$ cat config.mk
export PLATFORM = sky130hd
export DESIGN_NAME = operand_issue_ctrl_flat
export DESIGN_NICKNAME = d
export VERILOG_FILES = /design/src/rtl/operand_issue_ctrl_if.sv /design/src/rtl/operand_issue_ctrl.sv /design/src/flat_wrapper.sv
export SDC_FILE = /design/constraint.sdc
export NUM_CORES = 1
export LEC_CHECK = 0
export CAP_MARGIN = 5
export CELL_PAD_IN_SITES_DETAIL_PLACEMENT = 1
export CELL_PAD_IN_SITES_GLOBAL_PLACEMENT = 2
export CORE_MARGIN = 2
export CORE_UTILIZATION = 27
export DETAILED_ROUTE_END_ITERATION = 10
export PLACE_DENSITY_LB_ADDON = 0.1
export SLEW_MARGIN = 20
export SYNTH_ARGS = -nofsm -noshare
export SYNTH_HDL_FRONTEND = slang
export SYNTH_SLANG_ARGS = --single-unit
$ cat constraint.sdc
create_clock -name clk -period 9.75 [get_ports clk]
set_input_delay 1.4625 -clock clk [delete_from_list [all_inputs] [get_ports clk]]
set_output_delay 1.4625 -clock clk [all_outputs]
set_load 0.03 [all_outputs]
$ cat src/rtl/operand_issue_ctrl_if.sv
// Decode-stage operand fetch bundle: upstream instruction handshake, shared register-file
// read port, operand outputs for source_operand, and downstream handshake.
interface operand_issue_ctrl_if;
  logic        flush;
  logic [31:0] instr;
  logic        in_valid;
  logic        in_ready;
  logic        rf_rd_en;
  logic [4:0]  rf_addr;
  logic [31:0] rf_data;
  logic [31:0] rs1_val;
  logic [31:0] R;
  logic [21:0] Imm;
  logic [3:0]  IS;
  logic [4:0]  rd;
  logic        out_valid;
  logic        out_ready;
  logic [1:0]  state_dbg;

  modport master (
    input  flush, instr, in_valid, rf_data, out_ready,
    output in_ready, rf_rd_en, rf_addr, rs1_val, R, Imm, IS, rd, out_valid, state_dbg
  );

  modport slave (
    output flush, instr, in_valid, rf_data, out_ready,
    input  in_ready, rf_rd_en, rf_addr, rs1_val, R, Imm, IS, rd, out_valid, state_dbg
  );
endinterface

$ cat src/rtl/operand_issue_ctrl.sv
// Operand-fetch sequencer: accepts one instruction, reads rs1/rs2 through the single
// register-file read port, decodes IS/Imm, and presents the operand bundle downstream.
module operand_issue_ctrl (
  input  logic                clk,
  input  logic                reset,
  operand_issue_ctrl_if.master bus
);

  // Handshakes: a transfer happens on a rising edge where valid && ready are both high.
  // in_ready is high only in IDLE without flush; out_valid is high only in DONE, and the
  // bundle is held stable until out_ready is seen (a same-cycle flush cancels the transfer).
  typedef enum logic [1:0] {
    S_IDLE = 2'd0,
    S_RS1  = 2'd1,
    S_RS2  = 2'd2,
    S_DONE = 2'd3
  } state_t;

  state_t      state_q, state_d;
  logic [4:0]  rs1_addr_q, rs1_addr_d;
  logic [4:0]  rs2_addr_q, rs2_addr_d;
  logic        need_rs2_q, need_rs2_d;
  logic [31:0] rs1_val_q, rs1_val_d;
  logic [31:0] r_q, r_d;
  logic [21:0] imm_q, imm_d;
  logic [3:0]  is_q, is_d;
  logic [4:0]  rd_q, rd_d;

  logic        in_ready_c;
  logic        rf_rd_en_c;
  logic [4:0]  rf_addr_c;
  logic        out_valid_c;

  logic        dec_fmt3;
  logic        dec_shift;
  logic [21:0] dec_imm;
  logic [3:0]  dec_is;

  always_comb begin
    dec_fmt3  = bus.instr[31];
    dec_shift = (bus.instr[24:19] == 6'b100101) || (bus.instr[24:19] == 6'b100110) ||
                (bus.instr[24:19] == 6'b100111);
    dec_imm   = '0;
    dec_is    = 4'b0000;
    case (bus.instr[31:30])
      2'b00: begin
        dec_imm = bus.instr[21:0];
        dec_is  = (bus.instr[24:22] == 3'b100) ? 4'b0000 : 4'b0010;
      end
      2'b01: begin
        dec_imm = '0;
        dec_is  = 4'b0000;
      end
      default: begin
        if (dec_shift) begin
          dec_is  = bus.instr[13] ? 4'b1100 : 4'b1110;
          dec_imm = bus.instr[13] ? {17'b0, bus.instr[4:0]} : 22'b0;
        end else begin
          dec_is  = bus.instr[13] ? 4'b1010 : 4'b1000;
          dec_imm = bus.instr[13] ? {9'b0, bus.instr[12:0]} : 22'b0;
        end
      end
    endcase
  end

  always_comb begin
    state_d     = state_q;
    rs1_addr_d  = rs1_addr_q;
    rs2_addr_d  = rs2_addr_q;
    need_rs2_d  = need_rs2_q;
    rs1_val_d   = rs1_val_q;
    r_d         = r_q;
    imm_d       = imm_q;
    is_d        = is_q;
    rd_d        = rd_q;
    in_ready_c  = 1'b0;
    rf_rd_en_c  = 1'b0;
    rf_addr_c   = '0;
    out_valid_c = 1'b0;

    case (state_q)
      S_IDLE: begin
        in_ready_c = !bus.flush;
        if (bus.in_valid && !bus.flush) begin
          rs1_addr_d = bus.instr[18:14];
          rs2_addr_d = bus.instr[4:0];
          rd_d       = bus.instr[29:25];
          imm_d      = dec_imm;
          is_d       = dec_is;
          rs1_val_d  = '0;
          r_d        = '0;
          need_rs2_d = dec_fmt3 && !bus.instr[13];
          state_d    = dec_fmt3 ? S_RS1 : S_DONE;
        end
      end
      S_RS1: begin
        rf_addr_c  = rs1_addr_q;
        rf_rd_en_c = (rs1_addr_q != 5'd0);
        if (!bus.flush) rs1_val_d = rf_rd_en_c ? bus.rf_data : 32'd0;
        state_d    = need_rs2_q ? S_RS2 : S_DONE;
      end
      S_RS2: begin
        rf_addr_c  = rs2_addr_q;
        rf_rd_en_c = (rs2_addr_q != 5'd0);
        if (!bus.flush) r_d = rf_rd_en_c ? bus.rf_data : 32'd0;
        state_d    = S_DONE;
      end
      S_DONE: begin
        out_valid_c = 1'b1;
        if (bus.out_ready) state_d = S_IDLE;
      end
      default: state_d = S_IDLE;
    endcase

    // Flush discards whatever is in flight; any partially captured operands are dead.
    if (bus.flush) state_d = S_IDLE;
  end

  always_ff @(posedge clk or posedge reset) begin
    if (reset) begin
      state_q    <= S_IDLE;
      rs1_addr_q <= '0;
      rs2_addr_q <= '0;
      need_rs2_q <= 1'b0;
      rs1_val_q  <= '0;
      r_q        <= '0;
      imm_q      <= '0;
      is_q       <= '0;
      rd_q       <= '0;
    end else begin
      state_q    <= state_d;
      rs1_addr_q <= rs1_addr_d;
      rs2_addr_q <= rs2_addr_d;
      need_rs2_q <= need_rs2_d;
      rs1_val_q  <= rs1_val_d;
      r_q        <= r_d;
      imm_q      <= imm_d;
      is_q       <= is_d;
      rd_q       <= rd_d;
    end
  end

  assign bus.in_ready  = in_ready_c;
  assign bus.rf_rd_en  = rf_rd_en_c;
  assign bus.rf_addr   = rf_addr_c;
  assign bus.out_valid = out_valid_c;
  assign bus.rs1_val   = rs1_val_q;
  assign bus.R         = r_q;
  assign bus.Imm       = imm_q;
  assign bus.IS        = is_q;
  assign bus.rd        = rd_q;
  assign bus.state_dbg = state_q;

endmodule

$ cat src/flat_wrapper.sv
// flat-port wrapper written by rule: the top's interface ports become plain ports
module operand_issue_ctrl_flat 
  (clk, reset, bus_flush, bus_instr, bus_in_valid, bus_rf_data, bus_out_ready, bus_in_ready, bus_rf_rd_en, bus_rf_addr, bus_rs1_val, bus_R, bus_Imm, bus_IS, bus_rd, bus_out_valid, bus_state_dbg);
  operand_issue_ctrl_if bus_i ();
  input  logic clk;
  input  logic reset;
  input wire logic [$bits(bus_i.flush)-1:0] bus_flush;
  input wire logic [$bits(bus_i.instr)-1:0] bus_instr;
  input wire logic [$bits(bus_i.in_valid)-1:0] bus_in_valid;
  input wire logic [$bits(bus_i.rf_data)-1:0] bus_rf_data;
  input wire logic [$bits(bus_i.out_ready)-1:0] bus_out_ready;
  output wire logic [$bits(bus_i.in_ready)-1:0] bus_in_ready;
  output wire logic [$bits(bus_i.rf_rd_en)-1:0] bus_rf_rd_en;
  output wire logic [$bits(bus_i.rf_addr)-1:0] bus_rf_addr;
  output wire logic [$bits(bus_i.rs1_val)-1:0] bus_rs1_val;
  output wire logic [$bits(bus_i.R)-1:0] bus_R;
  output wire logic [$bits(bus_i.Imm)-1:0] bus_Imm;
  output wire logic [$bits(bus_i.IS)-1:0] bus_IS;
  output wire logic [$bits(bus_i.rd)-1:0] bus_rd;
  output wire logic [$bits(bus_i.out_valid)-1:0] bus_out_valid;
  output wire logic [$bits(bus_i.state_dbg)-1:0] bus_state_dbg;
  assign bus_i.flush = bus_flush;
  assign bus_i.instr = bus_instr;
  assign bus_i.in_valid = bus_in_valid;
  assign bus_i.rf_data = bus_rf_data;
  assign bus_i.out_ready = bus_out_ready;
  assign bus_in_ready = bus_i.in_ready;
  assign bus_rf_rd_en = bus_i.rf_rd_en;
  assign bus_rf_addr = bus_i.rf_addr;
  assign bus_rs1_val = bus_i.rs1_val;
  assign bus_R = bus_i.R;
  assign bus_Imm = bus_i.Imm;
  assign bus_IS = bus_i.IS;
  assign bus_rd = bus_i.rd;
  assign bus_out_valid = bus_i.out_valid;
  assign bus_state_dbg = bus_i.state_dbg;
  operand_issue_ctrl u_core (.clk(clk), .reset(reset), .bus(bus_i));
endmodule
==> results of run 1 <==
## registers in the layout (all words and copies together) (netlist names)
name / cells
u_core.rs1_addr_q: 5
u_core.bus.rs1_val: 32
u_core.bus.state_dbg: 2
u_core.need_rs2_q: 1
u_core.bus.Imm: 22
u_core.bus.IS: 3
u_core.bus.R: 32
u_core.bus.rd: 5
u_core.rs2_addr_q: 5
## worst max-delay path, stage by stage
cell and delay [ns]:
clkdlybuf4s50_1 0.64, nor2_1 0.19, clkdlybuf4s50_1 0.69
## layer usage
layer | part of all wire (%) | track usage (%)
met1 | 44 | 21.4
met2 | 47 | 27.9
met3 | 7.4 | 5.40
met4 | 1.4 | 5.56
met5 | 0 | 0
## through the flow
stage                     util [%]  hold slack (ns)  instances
after global routing          40.5            0.511        875
after global placement        38.8            0.460        859
final                         40.5            0.479        875
after CTS                     40.5            0.486        875
after floorplan                  -            0.450        491
after detailed placement      38.8            0.470        859
## layout make-up
class / count / area [sq um]
Fill cell: 1858 / 9760
Sequential cell: 107 / 2680
Timing Repair Buffer: 176 / 1750
Multi-Input combinational cell: 348 / 1630
Tap cell: 220 / 275
Clock buffer: 11 / 253
Inverter: 8 / 32.5
Clock inverter: 5 / 27.5
## logic make-up after synthesis
group                      count (synthesis)  synth area share [%]
adders and majority gates                  5                  1.39
buffers and inverters                     36                  4.65
AOI/OAI and AO/OA                        110                  14.1
DFF                                      107                  59.5
xor gates and xnor gates                   1                 0.195
muxes                                      1                 0.223
and+or+nand+nor                          230                  19.8
other                                      1                0.0834
## placed cells by master (no fill, tap or decap), types with 3 or more instances in the layout
cell / Yosys / final
clkdlybuf4s50_1: 0 / 172
buf_4: 7 / 4
a22o_1: 5 / 5
inv_1: 8 / 7
clkinv_2: 0 / 4
nand2b_1: 3 / 3
clkbuf_16: 0 / 9
nor2_1: 10 / 10
a22oi_1: 6 / 6
dfrtp_1: 107 / 107
o21ai_0: 65 / 65
nand2_1: 213 / 213
ha_1: 5 / 5
o21ai_1: 20 / 20
## power by group through the flow
stage	clock network [mW]	registers (mW)	logic, mW
after global placement	0	0.765	1.24
final	0.353	0.762	1.24
after CTS	0.367	0.766	1.26
after detailed placement	0	0.772	1.26
after global routing	0.385	0.793	1.34
after floorplan	0	1.11	0.376
## worst max-delay path by stage
stage               startpoint               end  cells past startpoint
floorplan                reset  u_core.bus.IS[1]                      1
global placement     bus_flush      bus_in_ready                      3
detailed placement   bus_flush      bus_in_ready                      3
CTS                  bus_flush      bus_in_ready                      3
global route         bus_flush      bus_in_ready                      3
finish               bus_flush      bus_in_ready                      3
==> metrics.txt, run 1 <==
Finish-stage setup viols=0; worst hold endpoint=u_core.bus.Imm[20]; wire length per cell=16.4 um; Comb pwr share=52.6%; Post-DP Area=6360 sq um; Post-synth EDFFs=0; unrepaired setup endpoints after global routing=false; #FFs+latches synth=107; Synth area leaders=dfrtp_1 (60%), nand2_1 (18%), o21ai_0 (7.2%); Hold Path Depth=2; Ys Warns=0; cell count after synthesis=491; Ant. Diodes=0; most frequent cells after synthesis=nand2_1 (213), dfrtp_1 (107), o21ai_0 (65), o21ai_1 (20), clkbuf_1 (12); core area=16400 sq um; Tot GR Track Use=17.0%; Seq/Total Area, Yosys=59.5%; Pint=1.29 mW; Die H=133 um; I/O Buffers=172; post-cts resize count=0; Post-CTS Setup Inserts=0; worst vdd ir=0.102 mV; Vias=3941; worst slew pin tran=1.04 ns; fin crit share=45.7%; Clk pin slew, worst setup/hold paths=0.07 ns; mapped cell area=4500 sq um; final hold vios=0; clock group share of total power=15.0%; R2R depth=6; Post-route DRC=0; Worst Hold Launch=u_core.bus.Imm[20]; Tmin final=4.46 ns; Mapped Nets=565; Max Clk Rate=224 MHz; global-route wire length before repair=23.7 mm; Synth cell types=30; Max clock buf depth=2; Worst Slack Setup Final=5.29 ns; largest net degree at the start of global routing=56; switching power=1.06 mW; share of layout cells above drive strength 1=4.43%; initial antenna violation count=0; Power Total=2.35 mW; slew margin rel.=30.8%; total negative slack=0 ns; fin area=6650 sq um; Clk Latency, worst-skew pair=0.35 ns; CTS buffer count=9; Die W=133 um; CTS HTree Levels=3; CP arrival=2.99 ns; routed wire length=14.3 mm; Setup crit end kind=primary output; number of global-route vias before repair=4379; status=complete, no violations; clock sink count=107; global route overflow=0; first drt pass iteration count=4; Final nets=724; P_leak=2.80 nW; vias per cell=4.50; Initial Util=27.4%; Synth Area per Inst=9.16 sq um; startpoint types=primary input; Max FO, Critical Path=9; TritonCTS clock tree=done; Clock Root Buffer=clkbuf_16; pre-CTS WS=5.30 ns; clk_skew=0.00477 ns; Most used DFF post-synth=dfrtp_1; Routability Congestion=0.772; 1st-iter DRT viols=121; Crit Reg-Reg Endpoint=u_core.bus.IS[1]; area leader, netlist=dfrtp_1; Max Transition Viols Final=0; FP Rows=47; required time worst endpoint=8.29 ns; Synth top area share=59.5%; num ports=174; max_cap viols=0; P&R area growth vs syn=47.7%; most frequent cell after synthesis=nand2_1; worst reg2reg path startpoint=u_core.bus.state_dbg[1]; Sw Share=45.0%; Final ANT Viol Nets=0; Hold Path Class=reg -> reg; Async SR Flop Fraction=100%; R2R Setup Slk=7.37 ns; power per cell area=354 nW/um^2; CP Class=in -> out; Reg power frac=32.4%; CTS Hold Bufs=0; hpwl dp=10.2 mm; die area=17700 sq um
No activity file was read; power rests on OpenSTA's default activity.
==> run 2: changes to the inputs <==
CORE_UTILIZATION = 23   (was 27)
clock period = 3.8 ns   (was 9.75 ns; I/O delays follow)
==> metrics.txt, run 2 (synthesized netlist as in run 1, its figures left out) <==
Setup crit end kind=primary output; CP arrival=2.32 ns; post-cts resize count=0; Comb pwr share=52.5%; power per cell area=908 nW/um^2; I/O Buffers=172; TritonCTS clock tree=done; Post-CTS Setup Inserts=0; Reg power frac=31.9%; Die H=144 um; GRT busiest layer=met2; area of the multi-input gates=1630 sq um; first drt pass iteration count=4; slew margin rel.=33.5%; met2 Use GR=24.6%; fin crit share=76.1%; CP Class=reg -> out; num ports=174; Clk Latency, worst-skew pair=0.35 ns; Final ANT Viol Nets=0; CTS Hold Bufs=0; Max clock buf depth=2; unrepaired setup endpoints after global routing=false; number of global-route vias before repair=4428; FP Rows=51; Post-DP Area=6480 sq um; Final nets=730; clock group share of total power=15.7%; M3 GR Usage=4.47%; status=complete, no violations; Initial Util=23.3%; initial antenna violation count=0; Max Clk Rate=346 MHz; Tot GR Track Use=15.4%; Clock Root Buffer=clkbuf_16; global route overflow=0; CTS HTree Levels=3; largest net degree at the start of global routing=73; required time worst endpoint=3.23 ns; most frequent cells in the layout=nand2_1 (213), clkdlybuf4s50_1 (172), dfrtp_1 (107); Pint=3.39 mW; worst slew pin tran=0.997 ns; Clk pin slew, worst setup/hold paths=0.08 ns; startpoint types=flip-flop; Hold Path Depth=2; P&R area growth vs syn=50.5%; share of layout cells above drive strength 1=4.85%; switching power=2.76 mW; clk_skew=0.00677 ns; fill cell count=2246; CTS buffer count=9; commonest non-fill, non-tap cell in the layout=nand2_1; 1st-iter DRT viols=130; Max FO, Critical Path=8; Finish-stage setup viols=0; R2R depth=6; routed wire length=15.4 mm; Ant. Diodes=0; wire length per cell=16.6 um; Max Transition Viols Final=0; Die W=144 um; Vias=4025; Sw Share=44.9%; total negative slack=0 ns; Hold Path Class=reg -> reg; die area=20700 sq um; clock sink count=107; final hold vios=0; total area of sequential cells=2680 sq um; met1 track demand over resource=20.2%; hpwl dp=10.8 mm; vias per cell=4.35; max_cap viols=0; fin area=6770 sq um; core area=19300 sq um; Post-route DRC=0; worst vdd ir=0.324 mV; global-route wire length before repair=24.3 mm; Tmin final=2.89 ns; P_leak=2.83 nW; Routability Congestion=0.715
run 2: changes by cell type in the layout (fill, tap and decap cells not counted), sizes merged:
cell    before  now
bufinv       0    1
buf          4   10
clkinv       4    2
run 2: layout make-up:
cell class / instances / share of cell area (%)
Timing Repair Buffer: 182 / 26.7
Sequential cell: 107 / 39.5
Multi-Input combinational cell: 348 / 24.0
Tap cell: 265 / 4.90
Clock inverter: 4 / 0.758
Clock buffer: 11 / 3.58
Inverter: 8 / 0.480
run 2: path summary, 6_finish.rpt:
kind | start | endpoint | slack (ns)
worst max-delay path | u_core.bus.state_dbg[0] | bus_rf_addr[3] | 0.91
worst min-delay path | u_core.bus.R[15] | u_core.bus.R[15] | 0.48
worst max register to register | u_core.bus.state_dbg[0] | u_core.bus.R[31] | 1.39
worst min register to register | u_core.bus.R[15] | u_core.bus.R[15] | 0.48
max in group asynchronous | reset | u_core.bus.rs1_val[17] | 2.24
min in group asynchronous | reset | u_core.bus.rd[4] | 0.78
run 2: power groups by stage:
| stage | clock network [mW] | logic, mW | registers, mW |
|---|---|---|---|
| CTS | 0.996 | 3.29 | 1.97 |
| detailed placement | 0 | 3.28 | 1.99 |
| finish | 0.964 | 3.23 | 1.96 |
| floorplan | 0 | 0.965 | 2.84 |
| global placement | 0 | 3.24 | 1.98 |
| global route | 1.04 | 3.51 | 2.04 |
run 2: metrics by stage:
step                setup slack, ns  util (%)  std cells  total power, mW  hold WS (ns)
floorplan                     0.413         -        491             3.81         0.450
global placement               1.08      33.5        910             5.22         0.461
detailed placement             1.01      33.5        910             5.27         0.470
CTS                           0.858      35.0        925             6.26         0.487
global route                  0.762      35.0        925             6.58         0.510
finish                        0.908      35.0        925             6.15         0.481
run 2: metal layers:
layer | share of wire, % | routed length (um) | vias to the layer above
li1 | - | - | 1915
met1 | 46 | 7030 | 1978
met3 | 7.5 | 1150 | 12
met5 | 0 | 0 | -
met2 | 46 | 7020 | 120
met4 | 1.3 | 194 | 0
run 2: critical path, stage by stage (launching register included):
cell and delay (ns):
dfrtp_1 0.41, inv_1 0.15, ha_1 0.41, a22oi_1 0.16
nor2_1 0.15, clkdlybuf4s50_1 0.69
